<file path="src/rtl/llc_rst_flush_seq_pkg.sv">
// Shared LLC definitions for the reset/flush walk sequencer: set geometry and FSM states.
package llc_rst_flush_seq_pkg;

   localparam int unsigned LLC_SETS     = 1024;
   localparam int unsigned LLC_SET_BITS = $clog2(LLC_SETS);

   typedef logic [LLC_SET_BITS-1:0] llc_set_t;

   typedef enum logic [1:0] {
      SEQ_IDLE  = 2'd0,
      SEQ_ISSUE = 2'd1,
      SEQ_WAIT  = 2'd2,
      SEQ_RESP  = 2'd3
   } llc_seq_state_t;

endpackage

</file>
<file path="src/rtl/llc_rst_flush_seq.sv">
// LLC reset/flush walk sequencer: one op per set, stall outputs gate request intake.
// Optional walk cycle counter enabled by defining LLC_SEQ_CYCLE_CNT_EN.
module llc_rst_flush_seq
   import llc_rst_flush_seq_pkg::*;
#(
   parameter int unsigned SETS     = LLC_SETS,
   parameter int unsigned SET_BITS = $clog2(SETS)
) (
   input  logic                clk,
   input  logic                rst,
   input  logic                cmd_valid,
   output logic                cmd_ready,
   input  logic                cmd_is_flush,
   output logic                op_valid,
   input  logic                op_ready,
   output logic                op_is_flush,
   output logic [SET_BITS-1:0] op_set,
   input  logic                op_done,
   output logic                rst_stall,
   output logic                flush_stall,
   output logic                busy,
   output logic                done_valid,
   input  logic                done_ready,
   output logic                done_is_flush
`ifdef LLC_SEQ_CYCLE_CNT_EN
   ,
   output logic [31:0]         cycle_cnt
`endif
);

   localparam logic [SET_BITS-1:0] LAST_SET = SET_BITS'(SETS - 1);

   llc_seq_state_t      state_q, state_d;
   logic [SET_BITS-1:0] set_q, set_d;
   logic                kind_q, kind_d;
   logic                walking;

   // Reset lands in ISSUE so power-on performs a reset walk without a command.
   always_ff @(posedge clk or negedge rst) begin
      if (!rst) begin
         state_q <= SEQ_ISSUE;
         set_q   <= '0;
         kind_q  <= 1'b0;
      end else begin
         state_q <= state_d;
         set_q   <= set_d;
         kind_q  <= kind_d;
      end
   end

   always_comb begin
      state_d = state_q;
      set_d   = set_q;
      kind_d  = kind_q;
      unique case (state_q)
         SEQ_IDLE: begin
            if (cmd_valid) begin
               kind_d  = cmd_is_flush;
               set_d   = '0;
               state_d = SEQ_ISSUE;
            end
         end
         SEQ_ISSUE: begin
            if (op_ready) state_d = SEQ_WAIT;
         end
         SEQ_WAIT: begin
            // Terminal compare comes first so the set index never wraps.
            if (op_done) begin
               if (set_q == LAST_SET) begin
                  state_d = SEQ_RESP;
               end else begin
                  set_d   = set_q + 1'b1;
                  state_d = SEQ_ISSUE;
               end
            end
         end
         SEQ_RESP: begin
            if (done_ready) state_d = SEQ_IDLE;
         end
         default: state_d = SEQ_IDLE;
      endcase
   end

   assign walking       = (state_q == SEQ_ISSUE) || (state_q == SEQ_WAIT);
   assign cmd_ready     = (state_q == SEQ_IDLE);
   assign op_valid      = (state_q == SEQ_ISSUE);
   assign op_is_flush   = kind_q;
   assign op_set        = set_q;
   assign rst_stall     = walking && !kind_q;
   assign flush_stall   = walking && kind_q;
   assign busy          = (state_q != SEQ_IDLE);
   assign done_valid    = (state_q == SEQ_RESP);
   assign done_is_flush = kind_q;

`ifdef LLC_SEQ_CYCLE_CNT_EN
   logic [31:0] cnt_q, cnt_d;

   // The walk's final cycle (into RESP) is not counted, so a stall-free walk ends at 2*SETS-1.
   always_comb begin
      cnt_d = cnt_q;
      if (state_q == SEQ_IDLE && state_d == SEQ_ISSUE) begin
         cnt_d = '0;
      end else if (walking && state_d != SEQ_RESP && cnt_q != '1) begin
         cnt_d = cnt_q + 32'd1;
      end
   end

   always_ff @(posedge clk or negedge rst) begin
      if (!rst) cnt_q <= '0;
      else      cnt_q <= cnt_d;
   end

   assign cycle_cnt = cnt_q;
`endif

endmodule

</file>
<file path="config.mk">
export PLATFORM = sky130hd
export DESIGN_NAME = llc_rst_flush_seq
export DESIGN_NICKNAME = d
export VERILOG_FILES = /design/src/rtl/llc_rst_flush_seq_pkg.sv /design/src/rtl/llc_rst_flush_seq.sv
export SDC_FILE = /design/constraint.sdc
export NUM_CORES = 1
export LEC_CHECK = 0
export BUFFER_PORTS_ARGS = -buffer_cell sky130_fd_sc_hd__buf_2
export CORE_MARGIN = 1.5
export CORE_UTILIZATION = 30
export DETAILED_ROUTE_END_ITERATION = 12
export PLACE_DENSITY = 0.51
export SYNTH_ARGS = -nofsm -noshare
export SYNTH_HDL_FRONTEND = slang
export SYNTH_SLANG_ARGS = --single-unit
</file>
<file path="constraint.sdc">
create_clock -name clk -period 1.8 [get_ports clk]
set_input_delay 0 -clock clk [delete_from_list [all_inputs] [get_ports clk]]
set_output_delay 0 -clock clk [all_outputs]
set_load 0.02 [all_outputs]
</file>
* Yosys cells after proc, flatten, opt, wreduce, memory -nomap -nowiden
Index checks and enable logic that the tools add are counted.
** Word-level totals
- Output and inout bits :: 18
- Logic and storage cells :: 33
- Input port bits :: 7
- Bits in registers :: 13
** Cells by class
- $add $sub $neg :: 1
- Reduce and logical (&&, ||, !) cells :: 10
- Multiplexer cells :: 10
- Equal/unequal tests :: 9
** Operators with widths (count)
- 2-to-1 mux 10 bit :: 3
- one-hot mux 10 bit (2 select lines) :: 1
- adder 10 x 1 -> 10 bit, second input constant :: 1
- == test 10 bit, second input constant :: 1
- 2-to-1 mux 2 bit :: 5
- one-hot mux 2 bit (4 select lines) :: 1
- AND reduction 4 bit :: 2
- inequality test 2 bit, second input constant :: 3
- == test 2 bit, second input constant :: 2
- inequality test 2 x 1 -> 1 bit, second input constant :: 2
- nonzero test 2 bit :: 2
- == test 2 x 1 -> 1 bit, second input constant :: 1
- logical AND 1 bit :: 2
- zero test 2 bit :: 1
- AND reduction 2 bit :: 1
- zero test 1 bit :: 1
- logical OR 1 bit :: 1

* Logic depth before layout (Yosys ltp)
- Depth in word-level cells :: 4
- Depth in mapped cells :: 6
- Gate-level depth less buffers :: 6

* Least setup slack after synthesis
Ideal clock, no wire load.
- Path kind :: register to register
- Start :: register state_q[0]
- End :: register set_q[1], in the netlist op_set[1]
- Data required time :: 1.678 ns
- Library setup time :: 0.122 ns
- Arrival :: 1.633 ns
- Path buffers :: 0
- Clock period less this slack :: 1.756 ns
- Slack :: 0.044 ns
- Cell stages (with the launch flop) :: 7
- Cell sequence :: dfstp_2 -> inv_1 -> ha_1 -> or2_1 -> and3_4 -> and2_4 -> mux2i_1
** Between the ends
- Cells in the longest elaborated chain, start to end :: 3
- Elaborated cells on any way between the ends :: 8
- Classes of those cells :: eq/ne (4); mux (1); reduce/logical (3)
** Ends and longest elaborated chain
- start: declaration :: line llc_rst_flush_seq.sv:33 : llc_seq_state_t state_q, state_d;
- start signal: assignment :: line llc_rst_flush_seq.sv:45 : state_q <= state_d;
- zero test 2 bit (*)
- net cmd_ready :: line llc_rst_flush_seq.sv:12 : output logic cmd_ready,
- inequality test 2 bit (no line) or nonzero test 2 bit (tied branches)
- AND reduction 4 bit (no line)
- end signal: assignment :: line llc_rst_flush_seq.sv:46 : set_q <= set_d;
- end: declaration :: line llc_rst_flush_seq.sv:34 : logic [SET_BITS-1:0] set_q, set_d;
The timed path passes the listed nets; every way through them passes the cells marked *.
A chain may end at the register's enable or synchronous reset.

* Worst setup path in the final report
- Start :: register state_q[0]
- End :: register set_q[3], in the netlist op_set[3]
** Between the ends
- Cells in the longest elaborated chain, start to end :: 3
- Elaborated cells on any way between the ends :: 8
- Classes of those cells :: eq/ne (4); mux (1); reduce/logical (3)
** Ends and longest elaborated chain
- == test 2 bit or zero test 2 bit (tied branches) :: line llc_rst_flush_seq.sv:55 : unique case (state_q)
- inequality test 2 bit (no line) or nonzero test 2 bit (tied branches)
- AND reduction 4 bit (no line)
Several ways; a longest one is shown, not always the timed one.

==> results summary <==
The height of the die came out at 55.7 um. The violation count after the first detailed-routing iteration came out at 18. The count of warnings emitted by yosys is 0. The end of the worst register-to-register path is op_set[3]. For hold timing, the worst endpoint is done_is_flush. The worst setup path is launched from a flip-flop. The number of buffers inserted by port buffering is 24.

The startpoint identified for the worst register-to-register timing path is state_q[0]. The synthesis-to-finish area growth came out at 31.3%. For this design, the slowest cell found on the critical path is dfstp_2. The total I/O pin count came out at 25.

The worst min-delay path class is primary input to flip-flop. The final antenna-violating net count is 0. The number of detailed-route iterations in the first pass came out at 4. Power spread over the standard cell area amounts to about 1500 nW/um^2.

The average vias per placed instance came out at 5.24. The clock root buffer is clkbuf_4. The cell count of the worst reg-to-reg path is 6. At the end of routability-driven placement, the weighted congestion stood at around 0.77.

The final clock period utilization by the worst path came out at 95.4%. The count of vias placed by the detailed router is 786. The initial core utilization is 32.7%. The critical path starts at state_q[0]. The worst vdd rail ir drop came out at 0.000717 V. The post-synthesis average cell area came out at 9.56 um^2. Counting the buffers created by CTS gives 3.

The synthesized design contains 0 enable-type register cells. The flow ran to the end, and the final reports show no timing, DRC or antenna violations. The kind of critical path is flip-flop to flip-flop. The total clock sinks is 13.

The cell row count came out at 18. The library cell used most frequently in the layout, excluding fill and tap cells, is buf_2. The number of remaining DRC errors is 0. The final wirelength is 2050 um. The top cell type by total area after synthesis is dfrtp_1. The final routed wire length divided by cell count is 13.7 um. The maximum number of buffers from clock root to sink came out at 2.

The share of async-settable or async-resettable flops after synthesis came out at 100%. The depth of the CTS H-tree is 1. The utilization of the core after routing came out at 42.9%. The area of the mapped netlist is 832 um^2. Walking the worst path, the cells encountered are inv_2 > ha_4 > or2_1 > and3_4 > and2_4 > a31oi_1. The critical path data arrival time is 1910 ps. The die area is 3100 um^2. The transition at the pin with the smallest max-transition slack came out at 294 ps. Ranked by total cell area, the synthesized netlist is headed by dfrtp_1, ha_1, nand2b_1. The first global-routing pass estimated 3350 um of wire.

Leaving out fill and tap cells, the most frequent cells in the layout are buf_2, dfrtp_1, nand2_1. In this run, synthesis produced a sequential element count of 13. The standard cell core area is around 2500 um^2. The initial antenna violation count is 0. The half-perimeter wire length after placement is between 1000 and 1500 um. The cell count after synthesis is slightly below 90. Synthesis instantiated 35 different standard cells from the library. The number of nets produced by synthesis is between 90 and 100. Cells with a size suffix above 1 make up 35.8% of the layout.

The setup check on the worst reg-to-reg path leaves a slack of 80 ps. For the worst-skew pair, the clock arrives at the later sink with an insertion delay of between 200 and 300 ps. The total number of nets in the final design came out at 133. The setup-violating endpoint count in the final report came out at 0. Of all nets on the critical path, the largest fanout is 5. The tightest hold margin is approximately 64 ps. The horizontal extent of the die came out at 55.7 um. The number of global-route vias before repair is 703.

The leakage power figure is 0.535 nW. The time the worst path needs with I/O delays and setup is 1720 ps. The depth of the worst hold-timing path came out at 3. The clock skew came out at between 6 and 7 ps. The portion of synthesized cell area occupied by the leading cell type is 36.1%. For this run, the register share of the synthesized area comes to 39.2%. The aggregate global-route resource usage came out at 13.4%.

The required time of the critical path is roughly 2000 ps. The count of final max-slew check failures was 0. Among all flip-flop cells after synthesis, the most frequent one is dfrtp_1. The worst-case setup slack after placement is 26.4 ps. The total grt overflow came out at 0.

Headroom to the max-slew limit came out at about four fifths. The total count of hold-check failures in the final report is 0. The maximum number of pins on one net before global-route repair is 14. Across the run, the number of max-cap violations was 0. The worst setup path is captured at a flip-flop. TritonCTS built the clock tree.

The final worst-path setup slack came out at between 80 and 90 ps. The worst hold path begins at cmd_valid. The largest single stage delay on the critical path is 570 ps. 0 antenna diodes ended up in the layout. The clock-pin slew on the worst setup and hold paths is 80 ps. The maximum clock frequency came out at 0.583 GHz.
-- metal layers --
| layer | vias to the layer above | global-route usage [%] | wire, um |
|---|---|---|---|
| met1 | 377 | 18.6 | 919 |
| met4 | 0 | 3.14 | 13 |
| li1 | 386 | - | - |
| met5 | - | 0 | 0 |
| met3 | 2 | 3.72 | 93 |
| met2 | 21 | 20.6 | 1020 |
-- report_power, final --
group / switching, mW / total [mW] / internal (mW)
sequential: 0.0798 / 0.443 / 0.363
clock: 0.101 / 0.187 / 0.0858
combinational: 0.597 / 1.04 / 0.439
total: 0.778 / 1.67 / 0.887
-- flip-flops by register name (all words and copies together), names as in the netlist --
name	cells
done_is_flush	1
op_set	10
state_q	2
-- metrics by stage --
stage | cells | power [mW] | TNS [ps] | area (um^2)
after floorplan | 87 | 1.09 | 0 | 832
final | 150 | 1.67 | 0 | 1090
after detailed placement | 142 | 1.36 | 0 | 1000
after global placement | 142 | 1.35 | 0 | 1000
after CTS | 148 | 1.55 | 0 | 1050
after global routing | 150 | 1.80 | -1.25 | 1090
-- final cells by class --
cell class	instances	area (um^2)
clock buffers	4	26.3
fillers	260	1450
inverters	5	18.8
multi-input cells	67	505
flip-flops and latches	13	327
well taps	30	37.5
repair buffers	31	178
-- how the worst max path moves through the flow --
stage          slack, ps   endpoint  cells past startpoint
2_1_floorplan         40  op_set[1]                      6
3_3_place_gp          60  op_set[0]                      6
3_5_place_dp          30  op_set[3]                      6
4_1_cts               30  op_set[3]                      6
5_1_grt               -1  op_set[2]                      6
6_report              80  op_set[3]                      6
-- logic make-up after synthesis --
family | synth area share [%]
simple gates | 26.5
compound gates | 19.4
flops | 39.2
buf+inv | 3.61
fa+ha+maj | 7.52
mux | 3.76
-- critical path: cells and delay by family, from the launching register on --
family	cells	cell delay, ps
simple gates	3	660
flops	1	570
fa+ha+maj	1	180
compound gates	1	150
buf+inv	1	80
-- cells in the mapped netlist, types with 2 or more instances --
| cell type | number |
|---|---|
| nand3_1 | 4 |
| nor2_1 | 3 |
| a21oi_1 | 3 |
| ha_1 | 5 |
| a21boi_0 | 2 |
| dfrtp_1 | 12 |
| nand2b_1 | 6 |
| a31oi_1 | 5 |
| inv_1 | 5 |
| nand4_1 | 2 |
| nand2_1 | 8 |
| and4_4 | 2 |
| mux2i_1 | 2 |
| o21ai_0 | 6 |
| and3_1 | 2 |
-- repair_timing --
action / 4_1_cts / 5_1_grt
gates resized for setup: 0 / 6
setup buffers: 0 / 2
hold buffers: 2 / 0
endpoints found under the hold margin: 14 / 0
endpoints found under the setup margin: 0 / 10
No activity file was read; power rests on OpenSTA's default activity.
